==> config.mk <==
export PLATFORM = sky130hd
export DESIGN_NAME = addsub_accumulator
export DESIGN_NICKNAME = d
export VERILOG_FILES = /design/src/rtl/addsub_pkg.sv /design/src/rtl/addsub_ovf_core.sv /design/src/rtl/addsub_accumulator.sv
export SDC_FILE = /design/constraint.sdc
export NUM_CORES = 1
export LEC_CHECK = 0
export ABC_AREA = 0
export BUFFER_PORTS_ARGS = -buffer_cell sky130_fd_sc_hd__buf_2
export CAP_MARGIN = 20
export CORE_MARGIN = 8
export CORE_UTILIZATION = 54
export DETAILED_ROUTE_END_ITERATION = 12
export PLACE_DENSITY = 0.86
export SLEW_MARGIN = 20
export SYNTH_ARGS = -nofsm -noshare
export SYNTH_HDL_FRONTEND = slang
export SYNTH_SLANG_ARGS = --single-unit
==> constraint.sdc <==
create_clock -name clk -period 4.3 [get_ports clk]
set_input_delay 0.215 -clock clk [delete_from_list [all_inputs] [get_ports clk]]
set_output_delay 0.215 -clock clk [all_outputs]
set_load 0.01 [all_outputs]
==> src/rtl/addsub_pkg.sv <==
// Shared definitions for the add/sub accumulate stage: the FSM state
// encoding, the default widths, and the signed limit helpers used when
// the accumulator clamps instead of wrapping.
package addsub_pkg;

   localparam int DEF_WIDTH = 4;
   localparam int DEF_CNT_W = 8;

   typedef enum logic [1:0] {
      ST_IDLE = 2'd0,
      ST_RUN  = 2'd1,
      ST_DONE = 2'd2
   } state_t;

   // Largest signed value representable in w bits.
   function automatic int s_max(input int w);
      return (1 << (w - 1)) - 1;
   endfunction

   // Smallest signed value representable in w bits.
   function automatic int s_min(input int w);
      return -(1 << (w - 1));
   endfunction

endpackage

==> src/rtl/addsub_ovf_core.sv <==
// Combinational signed add/sub with two's-complement overflow detection.
// The same core sits in the upstream add/sub unit, so the accumulator's
// wrap and overflow behaviour matches it bit-for-bit.
module addsub_ovf_core #(
   parameter int WIDTH = 4
) (
   input  logic [WIDTH-1:0] a,
   input  logic [WIDTH-1:0] b,
   input  logic             op,
   output logic [WIDTH-1:0] result,
   output logic             ov
);

   logic [WIDTH:0] ext;

   // Sign-extended add/sub at WIDTH+1 bits, wrapped result is the low WIDTH bits.
   // The top two bits of the extended result disagree exactly when the operand
   // signs allow overflow and the wrapped sign differs from a.
   always_comb begin
      // NOTE: every output of a combinational block is assigned on every path,
      // otherwise synthesis infers a latch to hold the old value.
      if (op) begin
         ext = {a[WIDTH-1], a} - {b[WIDTH-1], b};
      end else begin
         ext = {a[WIDTH-1], a} + {b[WIDTH-1], b};
      end
      result = ext[WIDTH-1:0];
      ov     = ext[WIDTH] ^ ext[WIDTH-1];
   end

endmodule

==> src/rtl/addsub_accumulator.sv <==
// Burst accumulator: adds or subtracts a stream of signed operands into a
// running accumulator with a sticky overflow flag and a saturating operand
// count, then presents the result on an output handshake.
// Optional feature: define ADDSUB_ACC_SATURATE_EN to clamp the accumulator
// to the signed limit on overflow instead of wrapping.
module addsub_accumulator
   import addsub_pkg::*;
#(
   parameter int WIDTH = DEF_WIDTH,
   parameter int CNT_W = DEF_CNT_W
) (
   input  logic             clk,
   input  logic             rst,
   input  logic             in_valid,
   output logic             in_ready,
   input  logic [WIDTH-1:0] in_data,
   input  logic             in_op,
   input  logic             in_last,
   output logic             out_valid,
   input  logic             out_ready,
   output logic [WIDTH-1:0] out_acc,
   output logic             out_ov,
   output logic [CNT_W-1:0] out_count
);

   state_t           state;
   state_t           state_nxt;
   logic [WIDTH-1:0] acc;
   logic             ov;
   logic [CNT_W-1:0] count;

   logic             accept;
   logic [WIDTH-1:0] core_a;
   logic [WIDTH-1:0] core_res;
   logic             core_ov;
   logic [WIDTH-1:0] acc_nxt;

   assign accept = in_valid && in_ready;

   // The first operand of a burst starts from zero, later ones from the accumulator.
   assign core_a = (state == ST_IDLE) ? '0 : acc;

   addsub_ovf_core #(
      .WIDTH (WIDTH)
   ) u_core (
      .a      (core_a),
      .b      (in_data),
      .op     (in_op),
      .result (core_res),
      .ov     (core_ov)
   );

`ifdef ADDSUB_ACC_SATURATE_EN
   localparam logic [WIDTH-1:0] ACC_MAX = WIDTH'(s_max(WIDTH));
   localparam logic [WIDTH-1:0] ACC_MIN = WIDTH'(s_min(WIDTH));

   // Clamp toward the true result: overflow from a non-negative a goes high, from a negative a goes low.
   always_comb begin
      acc_nxt = core_res;
      if (core_ov) begin
         acc_nxt = core_a[WIDTH-1] ? ACC_MIN : ACC_MAX;
      end
   end
`else
   // Without saturation the accumulator simply keeps the wrapped result.
   assign acc_nxt = core_res;
`endif

   // State register with synchronous reset.
   always_ff @(posedge clk) begin
      // NOTE: sequential state uses non-blocking assignments so every register
      // samples its inputs from before the edge, independent of statement order.
      if (rst) begin
         state <= ST_IDLE;
      end else begin
         state <= state_nxt;
      end
   end

   // Next-state logic: bursts run IDLE -> RUN -> DONE, a single-operand burst skips RUN.
   always_comb begin
      state_nxt = state;
      unique case (state)
         ST_IDLE, ST_RUN: begin
            if (accept) begin
               state_nxt = in_last ? ST_DONE : ST_RUN;
            end
         end
         ST_DONE: begin
            if (out_ready) begin
               state_nxt = ST_IDLE;
            end
         end
         default: state_nxt = ST_IDLE;
      endcase
   end

   // Handshake outputs depend on state only, so no in_* to out_* path exists.
   always_comb begin
      in_ready  = (state != ST_DONE);
      out_valid = (state == ST_DONE);
   end

   // Datapath registers: first accept of a burst overwrites, later accepts accumulate.
   always_ff @(posedge clk) begin
      if (rst) begin
         acc   <= '0;
         ov    <= 1'b0;
         count <= '0;
      end else if (accept) begin
         acc <= acc_nxt;
         if (state == ST_IDLE) begin
            ov    <= core_ov;
            count <= CNT_W'(1);
         end else begin
            ov <= ov | core_ov;
            if (count != '1) begin
               count <= count + CNT_W'(1);
            end
         end
      end
   end

   assign out_acc   = acc;
   assign out_ov    = ov;
   assign out_count = count;

endmodule

==> impl_metrics.prom <==
# TYPE chip_impl_metric gauge
chip_impl_info{name="library_cell_occupying_the_most_area_in_the_post_synthesis_netlist",value="sky130_fd_sc_hd__dfxtp_1"} 1
chip_impl_info{name="cts-root-buf",value="sky130_fd_sc_hd__clkbuf_4"} 1
chip_impl_metric{name="drt_pre_antenna_iters",unit=""} 4
chip_impl_info{name="worstHoldStart",value="in_last"} 1
chip_impl_info{name="path_class",value="reg -> reg"} 1
chip_impl_metric{name="grt_max_degree",unit=""} 12
chip_impl_metric{name="cts.repair_timing.setup_buffer_count",unit=""} 0
chip_impl_metric{name="core_region_area",unit="mm2"} 0.00167
chip_impl_metric{name="ctsHoldBuffers",unit=""} 0
chip_impl_metric{name="synth_area",unit="um2"} 925
chip_impl_metric{name="critical_path_peak_fanout",unit=""} 6
chip_impl_metric{name="timing_hold_violations_final",unit=""} 0
chip_impl_metric{name="fraction_of_synthesized_cell_area_taken_by_the_top_area_cell_type",unit="%"} 32.5
chip_impl_metric{name="avgSynthCellArea",unit="um2"} 8.26
chip_impl_metric{name="max_cap_viols",unit=""} 0
chip_impl_metric{name="postSynthRegisterBits",unit=""} 15
chip_impl_metric{name="drt-total-wl",unit="um"} 2060
chip_impl_metric{name="synth_cell_types",unit=""} 32
chip_impl_metric{name="use_met2",unit="%"} 25.9
chip_impl_info{name="hold_path_end",value="state[0]"} 1
chip_impl_metric{name="fp.dieH",unit="um"} 57.4
chip_impl_metric{name="antennaDiodeCount",unit=""} 0
chip_impl_metric{name="worstMarginPinSlew",unit="ns"} 0.369
chip_impl_metric{name="post_drt_wl_per_cell",unit="um"} 13.3
chip_impl_metric{name="postLayoutCoreUtil",unit="%"} 64.7
chip_impl_metric{name="total_via_count_in_the_routed_design",unit=""} 867
chip_impl_metric{name="antenna_found_initial",unit=""} 0
chip_impl_metric{name="synth-warning-count",unit=""} 0
chip_impl_metric{name="area_growth_syn_to_layout",unit="%"} 16.9
chip_impl_metric{name="first_pass_grt_wire_length",unit="um"} 3580
chip_impl_metric{name="postSynthCellCount",unit=""} 112
chip_impl_metric{name="start_util",unit="%"} 55.4
chip_impl_metric{name="fp-row-count",unit=""} 15
chip_impl_metric{name="synth_sequential_area_ratio",unit="%"} 32.5
chip_impl_metric{name="total_leakage_power",unit="nW"} 0.533
chip_impl_info{name="rr_startpoint",value="state[1]"} 1
chip_impl_metric{name="max_slew_violation_total_from_the_final_report",unit=""} 0
chip_impl_metric{name="worst-r2r-setup-slack",unit="ns"} 2.23
chip_impl_metric{name="cts_buffer_depth",unit=""} 2
chip_impl_metric{name="setup_viol_count_final",unit=""} 0
chip_impl_metric{name="met1_usage_grt",unit="%"} 11.9
chip_impl_metric{name="place.port_buffers",unit=""} 24
chip_impl_metric{name="post-route-cell-area",unit="mm2"} 0.00108
chip_impl_metric{name="post-route-period-util",unit="%"} 48.1
chip_impl_info{name="critPathCaptureType",value="flop"} 1
chip_impl_metric{name="final_critical_path_setup_slack",unit="ns"} 2.23
chip_impl_metric{name="max-slew-margin-rel",unit="%"} 74.8
chip_impl_metric{name="clock_latency",unit="ns"} 0.28
chip_impl_metric{name="skew",unit="ns"} 0.00411
chip_impl_info{name="synth.area.top_cells",value="sky130_fd_sc_hd__dfxtp_1 32%, sky130_fd_sc_hd__ha_1 8.1%, sky130_fd_sc_hd__nor2_1 6.5%, sky130_fd_sc_hd__nand2_1 5.3%, sky130_fd_sc_hd__xnor2_1 4.7%"} 1
chip_impl_metric{name="global_route.overflow_total",unit=""} 0
chip_impl_metric{name="timing.hold.worst_path_depth",unit=""} 2
chip_impl_metric{name="die_width",unit="um"} 57.4
chip_impl_metric{name="powerDensity",unit="mW/mm2"} 295
chip_impl_metric{name="setup_tns",unit="ns"} 0
chip_impl_metric{name="drive_gt1_share",unit="%"} 26.1
chip_impl_metric{name="dpl-instance-area",unit="mm2"} 0.00105
chip_impl_info{name="grt.busiest_layer",value="met2"} 1
chip_impl_metric{name="finalHoldWorstSlack",unit="ns"} 0.162
chip_impl_metric{name="clock_sink_count",unit=""} 15
chip_impl_metric{name="globalplace.congestion",unit=""} 0.844
chip_impl_info{name="status",value="finished clean"} 1
chip_impl_info{name="holdCritPathClass",value="in -> reg"} 1
chip_impl_metric{name="floorplan.die_area",unit="mm2"} 0.00329
chip_impl_info{name="layout.cells.most_common",value="sky130_fd_sc_hd__buf_2"} 1
chip_impl_metric{name="via_per_inst",unit=""} 5.59
chip_impl_metric{name="max_freq",unit="MHz"} 483
chip_impl_metric{name="htreeDepth",unit=""} 1
chip_impl_metric{name="cts_made_buffers",unit=""} 3
chip_impl_info{name="cts_tree",value="built"} 1
chip_impl_metric{name="top_level_ports",unit=""} 25
chip_impl_metric{name="place_worst_setup_slack",unit="ns"} 2.15
chip_impl_info{name="rsz0062_at_grt",value="false"} 1
chip_impl_metric{name="clkTransAtPathRegs",unit="ns"} 0.09
chip_impl_info{name="most-common-layout-cells",value="24 x sky130_fd_sc_hd__buf_2, 16 x sky130_fd_sc_hd__nor2_1, 15 x sky130_fd_sc_hd__dfxtp_1"} 1
chip_impl_metric{name="ctsResizeCount",unit=""} 0
chip_impl_metric{name="tmin_final",unit="ns"} 2.07
chip_impl_metric{name="grt_pass1_vias",unit=""} 897
chip_impl_metric{name="met3_usage",unit="%"} 2.91
chip_impl_info{name="critPathLaunchType",value="flop"} 1
chip_impl_metric{name="drtAntennaViolNets",unit=""} 0
chip_impl_metric{name="drt_iter0_markers",unit=""} 19
chip_impl_metric{name="critical_path_required",unit="ns"} 4.47
chip_impl_info{name="r2r-end",value="out_ov"} 1
chip_impl_metric{name="globalRouteTotalUtil",unit="%"} 13.5
chip_impl_metric{name="cp_data_arrival_time",unit="ns"} 2.24
chip_impl_metric{name="detailed_place_hpwl",unit="um"} 1660
chip_impl_metric{name="power.ir.vdd_worst",unit="V"} 0.000180
chip_impl_metric{name="final_net_count",unit=""} 156
chip_impl_metric{name="reg2reg_depth",unit=""} 10
chip_impl_metric{name="drc_markers",unit=""} 0
chip_impl_metric{name="syn_nets",unit=""} 129
[logic make-up (layout without fill, tap and decap cells)]
logic type,count (synthesis),count (layout),synth area share (%)
compound gates,15,15,10.8
xor+xnor,10,10,10.3
fa+ha+maj,7,7,10.3
buf+inv,9,35,4.06
flops,15,15,32.5
mux,3,3,3.38
simple gates,53,53,28.7
[report_power, final]
part	leakage [nW]	internal [mW]	switching (mW)
clock	0.0150	0.0360	0.0444
sequential	0.123	0.148	0.00713
combinational	0.395	0.0395	0.0448
[how the worst max path moves through the flow]
stage                     depth (start not counted)  startpoint  endpoint
after floorplan                                  10  in_data[0]    out_ov
after global placement                           11  in_data[0]    out_ov
after detailed placement                         11  in_data[0]    out_ov
after CTS                                        10    state[0]    out_ov
after global routing                             10    state[1]    out_ov
final                                            10    state[1]    out_ov
[critical path, cell delays in order (launching register included)]
cell and delay [ns]:
sky130_fd_sc_hd__dfxtp_1 0.43, sky130_fd_sc_hd__or2_4 0.20, sky130_fd_sc_hd__nand2_1 0.06, sky130_fd_sc_hd__ha_1 0.20
sky130_fd_sc_hd__fa_1 0.40, sky130_fd_sc_hd__inv_1 0.07, sky130_fd_sc_hd__a21o_1 0.10, sky130_fd_sc_hd__a21oi_1 0.07
sky130_fd_sc_hd__xnor2_1 0.16, sky130_fd_sc_hd__xor2_1 0.20, sky130_fd_sc_hd__o31ai_2 0.07
[area by class of cell]
class	instances	area [um2]
Fill cell	152	589
Clock buffer	4	26.3
Inverter	7	26.3
Multi-Input combinational cell	88	587
Timing Repair Buffer	24	120
Tap cell	17	21.3
Sequential cell	15	300
[synthesized netlist by cell type]
master,number
sky130_fd_sc_hd__o22a_1,1
sky130_fd_sc_hd__dfxtp_1,15
sky130_fd_sc_hd__o31ai_2,1
sky130_fd_sc_hd__and4_2,1
sky130_fd_sc_hd__inv_1,7
sky130_fd_sc_hd__mux2_2,1
sky130_fd_sc_hd__nand2b_1,3
sky130_fd_sc_hd__ha_1,6
sky130_fd_sc_hd__clkbuf_1,1
sky130_fd_sc_hd__nand4_1,4
sky130_fd_sc_hd__a2111oi_0,1
sky130_fd_sc_hd__and2_4,1
sky130_fd_sc_hd__nand3_1,6
sky130_fd_sc_hd__xnor2_2,1
sky130_fd_sc_hd__fa_1,1
sky130_fd_sc_hd__a21oi_1,6
sky130_fd_sc_hd__nand2b_2,1
sky130_fd_sc_hd__a21o_1,2
sky130_fd_sc_hd__nand3b_1,1
sky130_fd_sc_hd__xnor2_1,5
sky130_fd_sc_hd__and2_2,2
sky130_fd_sc_hd__nor2_1,16
sky130_fd_sc_hd__buf_4,1
sky130_fd_sc_hd__xor2_1,4
sky130_fd_sc_hd__nor3_1,1
sky130_fd_sc_hd__and3_1,1
sky130_fd_sc_hd__and2_1,2
sky130_fd_sc_hd__nand2_1,13
sky130_fd_sc_hd__or2_4,1
sky130_fd_sc_hd__mux2i_1,2
sky130_fd_sc_hd__a211oi_1,2
sky130_fd_sc_hd__o21ai_0,2
[sequential cells by signal, indices dropped and copies added, names as in the netlist]
signal / count
out_acc: 4
out_count: 8
out_ov: 1
state: 2
[stage by stage]
step	power [mW]	instances
4_1_cts	0.323	155
3_5_place_dp	0.242	151
2_1_floorplan	0.218	112
5_1_grt	0.336	155
6_report	0.319	155
3_3_place_gp	0.239	151
[per-layer routing]
layer	up-vias	share of wire (%)
met2	25	53
met1	406	39
met3	4	6.3
met4	0	2.0
met5	-	0
li1	432	-
Power figures use the tool's default switching activity.
